### config.mk
export PLATFORM = sky130hd
export DESIGN_NAME = spi_sensor_seq
export DESIGN_NICKNAME = d
export VERILOG_FILES = /design/src/rtl/spi_sensor_seq.sv
export SDC_FILE = /design/constraint.sdc
export NUM_CORES = 1
export LEC_CHECK = 0
export CAP_MARGIN = 5
export CORE_UTILIZATION = 49
export CTS_BUF_LIST = sky130_fd_sc_hd__clkbuf_8
export CTS_CLUSTER_SIZE = 28
export DETAILED_ROUTE_END_ITERATION = 10
export MAX_ROUTING_LAYER = met4
export PLACE_DENSITY = 0.88
export RECOVER_POWER = 25
export REMOVE_ABC_BUFFERS = 1
export SLEW_MARGIN = 0
export SYNTH_ARGS = -nofsm -noshare
export SYNTH_HDL_FRONTEND = slang
export SYNTH_SLANG_ARGS = --single-unit
### constraint.sdc
create_clock -name sys_clk_pin -period 4.1 [get_ports sys_clk_pin]
set_clock_uncertainty 0.2 [all_clocks]
set_input_delay 0.615 -clock sys_clk_pin [delete_from_list [all_inputs] [get_ports sys_clk_pin]]
set_output_delay 0.615 -clock sys_clk_pin [all_outputs]
set_load 0.02 [all_outputs]
### src/rtl/spi_sensor_seq.sv
// -----------------------------------------------------------------------------
// spi_sensor_seq
//   SPI sensor sequencer. The sequencer first probes the sensor ID. It then
//   writes one config register and reads it back to verify it. After that it
//   polls a data register every POLL_PERIOD clocks. Each SPI transaction goes
//   to a byte-level SPI master through a start/done handshake. Failed steps
//   are retried up to RETRY_MAX times. After that the sequencer parks in
//   S_ERROR until reset.
//
// Optional feature macro: FAULT_CHECK_EN
//   When defined, bit 0 of a data read is the sensor fault flag. A faulty
//   read does not update the sample and counts as a failed step. The macro
//   also adds the 'fault' output.
//
// Ports
//   sys_clk_pin    in   1   clock
//   rst            in   1   synchronous active-high reset
//   spi_start      out  1   one-cycle pulse launching an SPI transaction
//   spi_done       in   1   one-cycle pulse, transaction complete
//   spi_in_count   out  4   bytes to transmit
//   spi_out_count  out  4   bytes to receive
//   spi_in_bytes   out  32  tx data, [7:0] sent first
//   spi_out_bytes  in   32  rx data, last received byte in [7:0]
//   sample         out  32  latest data word, zero-extended
//   sample_valid   out  1   one-cycle pulse when sample updates
//   state          out  3   current sequencer state
//   fault          out  1   sensor fault flag (FAULT_CHECK_EN builds only)
//   err            out  1   sticky error flag
// -----------------------------------------------------------------------------
module spi_sensor_seq #(
    parameter logic [7:0] ID_ADDR     = 8'h07,
    parameter logic [7:0] ID_VAL      = 8'h03,
    parameter logic [7:0] CFG_ADDR    = 8'h00,
    parameter logic [7:0] CFG_VAL     = 8'h81,
    parameter logic [7:0] DATA_ADDR   = 8'h01,
    parameter int         DATA_BYTES  = 2,
    parameter int         POLL_PERIOD = 1000000,
    parameter int         RETRY_MAX   = 3,
    parameter int         TIMEOUT     = 65535
) (
    input  logic        sys_clk_pin,
    input  logic        rst,
    output logic        spi_start,
    input  logic        spi_done,
    output logic [3:0]  spi_in_count,
    output logic [3:0]  spi_out_count,
    output logic [31:0] spi_in_bytes,
    input  logic [31:0] spi_out_bytes,
    output logic [31:0] sample,
    output logic        sample_valid,
    output logic [2:0]  state,
`ifdef FAULT_CHECK_EN
    output logic        fault,
`endif
    output logic        err
);

    typedef enum logic [2:0] {
        S_PROBE  = 3'd0,
        S_CFG_WR = 3'd1,
        S_CFG_RD = 3'd2,
        S_WAIT   = 3'd3,
        S_READ   = 3'd4,
        S_ERROR  = 3'd7
    } state_t;

    typedef enum logic {
        PH_ISSUE = 1'b0,
        PH_PEND  = 1'b1
    } phase_t;

    // One timer serves both the poll wait and the transaction timeout.
    localparam int TIMER_MAX = (POLL_PERIOD > TIMEOUT) ? POLL_PERIOD : TIMEOUT;
    localparam int TW        = $clog2(TIMER_MAX + 1);
    localparam int RW        = $clog2(RETRY_MAX + 2);

    localparam logic [TW-1:0] POLL_LAST    = TW'(POLL_PERIOD - 1);
    localparam logic [TW-1:0] TIMEOUT_LAST = TW'(TIMEOUT - 1);
    localparam logic [RW-1:0] RETRY_LIMIT  = RW'(RETRY_MAX);

    // Keeps only the DATA_BYTES low bytes of a data read.
    function automatic logic [31:0] data_mask(input int nbytes);
        logic [31:0] m;
        m = 32'h0000_0000;
        for (int i = 0; i < 4; i++) begin
            if (i < nbytes) begin
                m[8*i +: 8] = 8'hFF;
            end else begin
                m[8*i +: 8] = 8'h00;
            end
        end
        return m;
    endfunction

    localparam logic [31:0] DATA_MASK = data_mask(DATA_BYTES);

    state_t        state_r, state_n;
    phase_t        phase_r, phase_n;
    logic [RW-1:0] retry_r, retry_n;
    logic [TW-1:0] timer_r, timer_n;
    logic          start_r, start_n;
    logic [3:0]    in_count_r, in_count_n;
    logic [3:0]    out_count_r, out_count_n;
    logic [31:0]   in_bytes_r, in_bytes_n;
    logic [31:0]   sample_r, sample_n;
    logic          valid_r, valid_n;
    logic          err_r, err_n;
`ifdef FAULT_CHECK_EN
    logic          fault_r, fault_n;
`endif

    logic [3:0]    tx_in_count_s;
    logic [3:0]    tx_out_count_s;
    logic [31:0]   tx_bytes_s;
    logic          pass_s;
    logic          pass_clears_s;
    state_t        pass_state_s;
    state_t        mismatch_state_s;
    logic          fail_now_s;
    state_t        fail_target_s;

    // Transmit fields for the transaction owned by the current state.
    always_comb begin
        tx_in_count_s  = 4'd0;
        tx_out_count_s = 4'd0;
        tx_bytes_s     = 32'h0000_0000;
        case (state_r)
            S_PROBE: begin
                tx_in_count_s  = 4'd1;
                tx_out_count_s = 4'd1;
                tx_bytes_s     = {24'h00_0000, ID_ADDR};
            end
            S_CFG_WR: begin
                tx_in_count_s  = 4'd2;
                tx_out_count_s = 4'd0;
                tx_bytes_s     = {16'h0000, CFG_VAL, CFG_ADDR | 8'h80};
            end
            S_CFG_RD: begin
                tx_in_count_s  = 4'd1;
                tx_out_count_s = 4'd1;
                tx_bytes_s     = {24'h00_0000, CFG_ADDR};
            end
            S_READ: begin
                tx_in_count_s  = 4'd1;
                tx_out_count_s = 4'(DATA_BYTES);
                tx_bytes_s     = {24'h00_0000, DATA_ADDR};
            end
            default: begin
                tx_in_count_s  = 4'd0;
                tx_out_count_s = 4'd0;
                tx_bytes_s     = 32'h0000_0000;
            end
        endcase
    end

    // Judges a completed transaction and picks the success / mismatch targets.
    always_comb begin
        pass_s           = 1'b0;
        pass_clears_s    = 1'b0;
        pass_state_s     = S_ERROR;
        mismatch_state_s = S_ERROR;
        case (state_r)
            S_PROBE: begin
                pass_s           = (spi_out_bytes[7:0] == ID_VAL);
                pass_clears_s    = 1'b1;
                pass_state_s     = S_CFG_WR;
                mismatch_state_s = S_PROBE;
            end
            S_CFG_WR: begin
                // The write has nothing to verify. It does not clear retry,
                // so WR/RD loops share one budget.
                pass_s           = 1'b1;
                pass_clears_s    = 1'b0;
                pass_state_s     = S_CFG_RD;
                mismatch_state_s = S_CFG_WR;
            end
            S_CFG_RD: begin
                pass_s           = (spi_out_bytes[7:0] == CFG_VAL);
                pass_clears_s    = 1'b1;
                pass_state_s     = S_WAIT;
                mismatch_state_s = S_CFG_WR;
            end
            S_READ: begin
`ifdef FAULT_CHECK_EN
                pass_s           = ~spi_out_bytes[0];
`else
                pass_s           = 1'b1;
`endif
                pass_clears_s    = 1'b1;
                pass_state_s     = S_WAIT;
                mismatch_state_s = S_READ;
            end
            default: begin
                pass_s           = 1'b0;
                pass_clears_s    = 1'b0;
                pass_state_s     = S_ERROR;
                mismatch_state_s = S_ERROR;
            end
        endcase
    end

    // Failure detection while pending. If done and the last timeout cycle
    // coincide, done wins. A timeout re-runs the same step.
    always_comb begin
        if (phase_r == PH_PEND) begin
            if (spi_done) begin
                fail_now_s    = ~pass_s;
                fail_target_s = mismatch_state_s;
            end else begin
                fail_now_s    = (timer_r == TIMEOUT_LAST);
                fail_target_s = state_r;
            end
        end else begin
            fail_now_s    = 1'b0;
            fail_target_s = state_r;
        end
    end

    // Next-state and registered-output logic of the sequencer.
    always_comb begin
        state_n     = state_r;
        phase_n     = phase_r;
        retry_n     = retry_r;
        timer_n     = timer_r;
        start_n     = 1'b0;
        in_count_n  = in_count_r;
        out_count_n = out_count_r;
        in_bytes_n  = in_bytes_r;
        sample_n    = sample_r;
        valid_n     = 1'b0;
        err_n       = err_r;
        case (state_r)
            S_PROBE, S_CFG_WR, S_CFG_RD, S_READ: begin
                if (phase_r == PH_ISSUE) begin
                    start_n     = 1'b1;
                    phase_n     = PH_PEND;
                    timer_n     = {TW{1'b0}};
                    in_count_n  = tx_in_count_s;
                    out_count_n = tx_out_count_s;
                    in_bytes_n  = tx_bytes_s;
                end else if (fail_now_s) begin
                    if (retry_r >= RETRY_LIMIT) begin
                        state_n = S_ERROR;
                        err_n   = 1'b1;
                    end else begin
                        retry_n = retry_r + RW'(1);
                        state_n = fail_target_s;
                    end
                    phase_n = PH_ISSUE;
                    timer_n = {TW{1'b0}};
                end else if (spi_done) begin
                    state_n = pass_state_s;
                    phase_n = PH_ISSUE;
                    timer_n = {TW{1'b0}};
                    if (pass_clears_s) begin
                        retry_n = {RW{1'b0}};
                    end else begin
                        retry_n = retry_r;
                    end
                    if (state_r == S_READ) begin
                        sample_n = spi_out_bytes & DATA_MASK;
                        valid_n  = 1'b1;
                    end else begin
                        sample_n = sample_r;
                    end
                end else begin
                    timer_n = timer_r + TW'(1);
                end
            end
            S_WAIT: begin
                if (timer_r == POLL_LAST) begin
                    state_n = S_READ;
                    phase_n = PH_ISSUE;
                    timer_n = {TW{1'b0}};
                end else begin
                    timer_n = timer_r + TW'(1);
                end
            end
            S_ERROR: begin
                err_n   = 1'b1;
                phase_n = PH_ISSUE;
            end
            default: begin
                state_n = S_ERROR;
                phase_n = PH_ISSUE;
                err_n   = 1'b1;
            end
        endcase
    end

`ifdef FAULT_CHECK_EN
    // A completed data read updates the fault flag from rx bit 0. Timeouts leave it unchanged.
    always_comb begin
        if ((state_r == S_READ) && (phase_r == PH_PEND) && spi_done) begin
            fault_n = spi_out_bytes[0];
        end else begin
            fault_n = fault_r;
        end
    end
`endif

    // State and output registers with synchronous reset.
    always_ff @(posedge sys_clk_pin) begin
        if (rst) begin
            state_r     <= S_PROBE;
            phase_r     <= PH_ISSUE;
            retry_r     <= {RW{1'b0}};
            timer_r     <= {TW{1'b0}};
            start_r     <= 1'b0;
            in_count_r  <= 4'd0;
            out_count_r <= 4'd0;
            in_bytes_r  <= 32'h0000_0000;
            sample_r    <= 32'h0000_0000;
            valid_r     <= 1'b0;
            err_r       <= 1'b0;
`ifdef FAULT_CHECK_EN
            fault_r     <= 1'b0;
`endif
        end else begin
            state_r     <= state_n;
            phase_r     <= phase_n;
            retry_r     <= retry_n;
            timer_r     <= timer_n;
            start_r     <= start_n;
            in_count_r  <= in_count_n;
            out_count_r <= out_count_n;
            in_bytes_r  <= in_bytes_n;
            sample_r    <= sample_n;
            valid_r     <= valid_n;
            err_r       <= err_n;
`ifdef FAULT_CHECK_EN
            fault_r     <= fault_n;
`endif
        end
    end

    assign spi_start     = start_r;
    assign spi_in_count  = in_count_r;
    assign spi_out_count = out_count_r;
    assign spi_in_bytes  = in_bytes_r;
    assign sample        = sample_r;
    assign sample_valid  = valid_r;
    assign state         = state_r;
    assign err           = err_r;
`ifdef FAULT_CHECK_EN
    assign fault         = fault_r;
`endif

endmodule

==> impl_metrics.ini <==
[global_routing]
grt_overflow_total = 0
antenna_found_initial = 0
grt_pass1_wl_mm = 10.3
grt.total_usage_pct = 20.8
grt_pass1_vias = 2251
grt_max_degree = 33

[sta]
max_freq_mhz = 332
tns_ps = 0
setup_viol_count_final = 0
slew_headroom_pct = 5.28
period_minus_slack_ps = 3010
grt_setup_unrepaired = false
timing_worst_slew_pin_value_ps = 1420
hold_viol = 0
timing.final.ws_setup_ps = 1090
fin_crit_sh_pct = 73.4
report.final.slew_viol_count = 0

[placed_design]
place_hpwl_mm = 4.52
dpl_worst_slack_ps = 1150
place.gp.congestion = 0.875
portBuffers = 50

[cells_and_area]
syn2layout_area_growth_pct = 14.5
antenna_cells = 0
drive_gt1_share_pct = 6.86
fin_nets = 446

[logic_synthesis]
synth-async-reset-ratio_pct = 0
yosys.area.top_type = dfxtp_1
netlist_top_cells_area = dfxtp_1 35%, buf_4 12%, nand2_1 6.9%
ys_seq_area_share_pct = 35.4
yosysTopAreaCellShare_pct = 35.4
synth_edf_count = 0
yosys_register_bits = 53
syn_area_um2 = 3000
netlist_instances = 370
synthFlopType = dfxtp_1
synth_cell_types = 59
yosysWarnings = 0
avgSynthCellArea_um2 = 8.10

[route]
ant_nets = 0
wl_per_cell_um = 13.1
totalWireLength_mm = 6.31
vias = 2569
drtIter0Drc = 190
drc = 0
firstDrtPassIters = 4
via_per_inst = 5.32

[run_status]
status = complete, no violations

[clocking]
cts_setup_buffers = 0
clkSinkCount = 53
cts.path.max_buffers = 2
cts-root-buf = clkbuf_8
clkTransAtPathRegs_ps = 100
hold_buffers = 0
cts_tree = yes
ctsResizeCount = 0
clock_latency_ps = 310
cts_made_buffers = 5
cts_max_level = 2

[power]
combPwrFrac_pct = 13.0
powerDensity_nw_per_um2 = 303
clkPwrFrac_pct = 35.5
p_sw_share_pct = 26.1
pwr-share-seq_pct = 51.5
p_int_mw = 0.769
leakagePower_nw = 1.29
vdd_drop_max_mv = 0.162
p_sw_mw = 0.271

[floorplan]
ios = 113
coreArea_um2 = 5920
die_h_um = 80.2
start_util_pct = 50.6
dieWidth_um = 80.2
dieArea_um2 = 6430
rows = 28

[setup_path]
crit_fanout = 11
rrSetupSlack_ps = 1090
endpoint_kind = flop
cp_data_required_time_ps = 4090
cp_data_arrival_time_ps = 2990
startpoint_type = flop
crit_type = reg2reg

[run]
drv_cap = 0

[hold_path]
min_path_type = reg2reg
==> layout by cell type (no fill, tap or decap), types with 2 or more instances in the layout <==
cell type	n
a211o_1	2
a211oi_1	3
a21oi_1	29
a22o_1	2
a31oi_1	3
and2_1	2
and3_1	7
clkbuf_8	6
clkdlybuf4s50_1	36
conb_1	46
dfxtp_1	53
dlygate4sd3_1	14
ha_1	4
inv_1	10
mux2i_1	2
nand2_1	55
nand2b_1	5
nand3_1	17
nand4_1	6
nor2_1	15
nor2_2	10
nor3_1	14
nor4_1	6
nor4b_1	2
o21ai_0	6
o21ai_1	2
o22ai_1	3
o2bb2ai_1	2
o311ai_0	2
o31ai_1	4
xnor2_1	7
xor2_1	5
==> final cells by class <==
class,instances,area (µm²)
multi-input combinational,285,1610
fill,523,2490
tap,75,93.8
inverter,10,37.5
sequential,53,1060
timing repair buffer,52,512
clock buffer,6,82.6
clock inverter,2,37.5
==> registers in the layout, indices dropped and copies added, names as in the netlist <==
name           count
phase_r            1
sample_valid       1
retry_r            3
sample            16
timer_r           20
err                1
spi_start          1
spi_in_bytes       3
state              3
spi_in_count       2
spi_out_count      2
==> cell families (layout without fill, tap and decap cells) <==
kind of cell / Yosys count / count (layout) / share of synthesized area, %
AOI/OAI and AO/OA: 68 / 68 / 14.8
xor gates and xnor gates: 12 / 12 / 3.51
adders and majority gates: 4 / 4 / 1.67
buffers and inverters: 77 / 70 / 16.6
DFF: 53 / 53 / 35.4
muxes: 3 / 3 / 1.04
other: 1 / 46 / 0.125
and+or+nand+nor: 152 / 152 / 26.8
==> power by group through the flow <==
stage | Clock (mW) | Sequential [mW] | Combinational [mW]
after floorplan | 0 | 0.555 | 0.0747
after global placement | 0 | 0.547 | 0.132
after detailed placement | 0 | 0.548 | 0.134
after CTS | 0.378 | 0.536 | 0.135
after global routing | 0.397 | 0.538 | 0.147
final | 0.369 | 0.536 | 0.135
==> cells in the mapped netlist, drive strengths merged (7+ instances only) <==
master / n
xnor2: 7
o21ai: 9
nand2: 55
nor3: 14
a21oi: 30
dfxtp: 53
buf: 53
clkbuf: 14
nand3: 18
and3: 7
inv: 10
nor4: 7
nor2: 25
==> per-stage QoR <==
stage	cell area, µm²	std cells	total power, mW	hold WS, ps	util, %
after floorplan	2700	348	0.630	260	-
after CTS	3430	483	1.05	260	58.0
after global placement	3310	475	0.679	241	56.0
after global routing	3430	483	1.08	280	57.9
after detailed placement	3310	475	0.682	247	56.0
final	3430	483	1.04	259	57.9
==> path summary, 6_finish.rpt <==
kind,from,cells after the start,to
hold / removal,sample[15],2,sample[15]
setup reg to reg,timer_r[1],7,timer_r[8]
hold reg to reg,sample[15],2,sample[15]
setup / recovery,timer_r[1],7,timer_r[8]
==> routing by layer <==
layer / up-vias / track usage (%) / share of wire [%] / wire (µm)
li1: 1257 / - / - / -
met1: 1167 / 24.5 / 41 / 2600
met2: 130 / 34.4 / 49 / 3080
met3: 15 / 5.23 / 7.8 / 492
met4: 0 / 7.68 / 2.2 / 139
met5: - / - / 0 / 0
==> worst max-delay path, cell delays in order, from the launching register on <==
cell	delay (ps)
dfxtp_1	500
ha_1	280
nand3_1	170
or4_1	580
o21ai_1	260
a21bo_1	370
o21ai_4	430
nor2_1	90
Note: power is estimated with default switching activity, not from simulation.
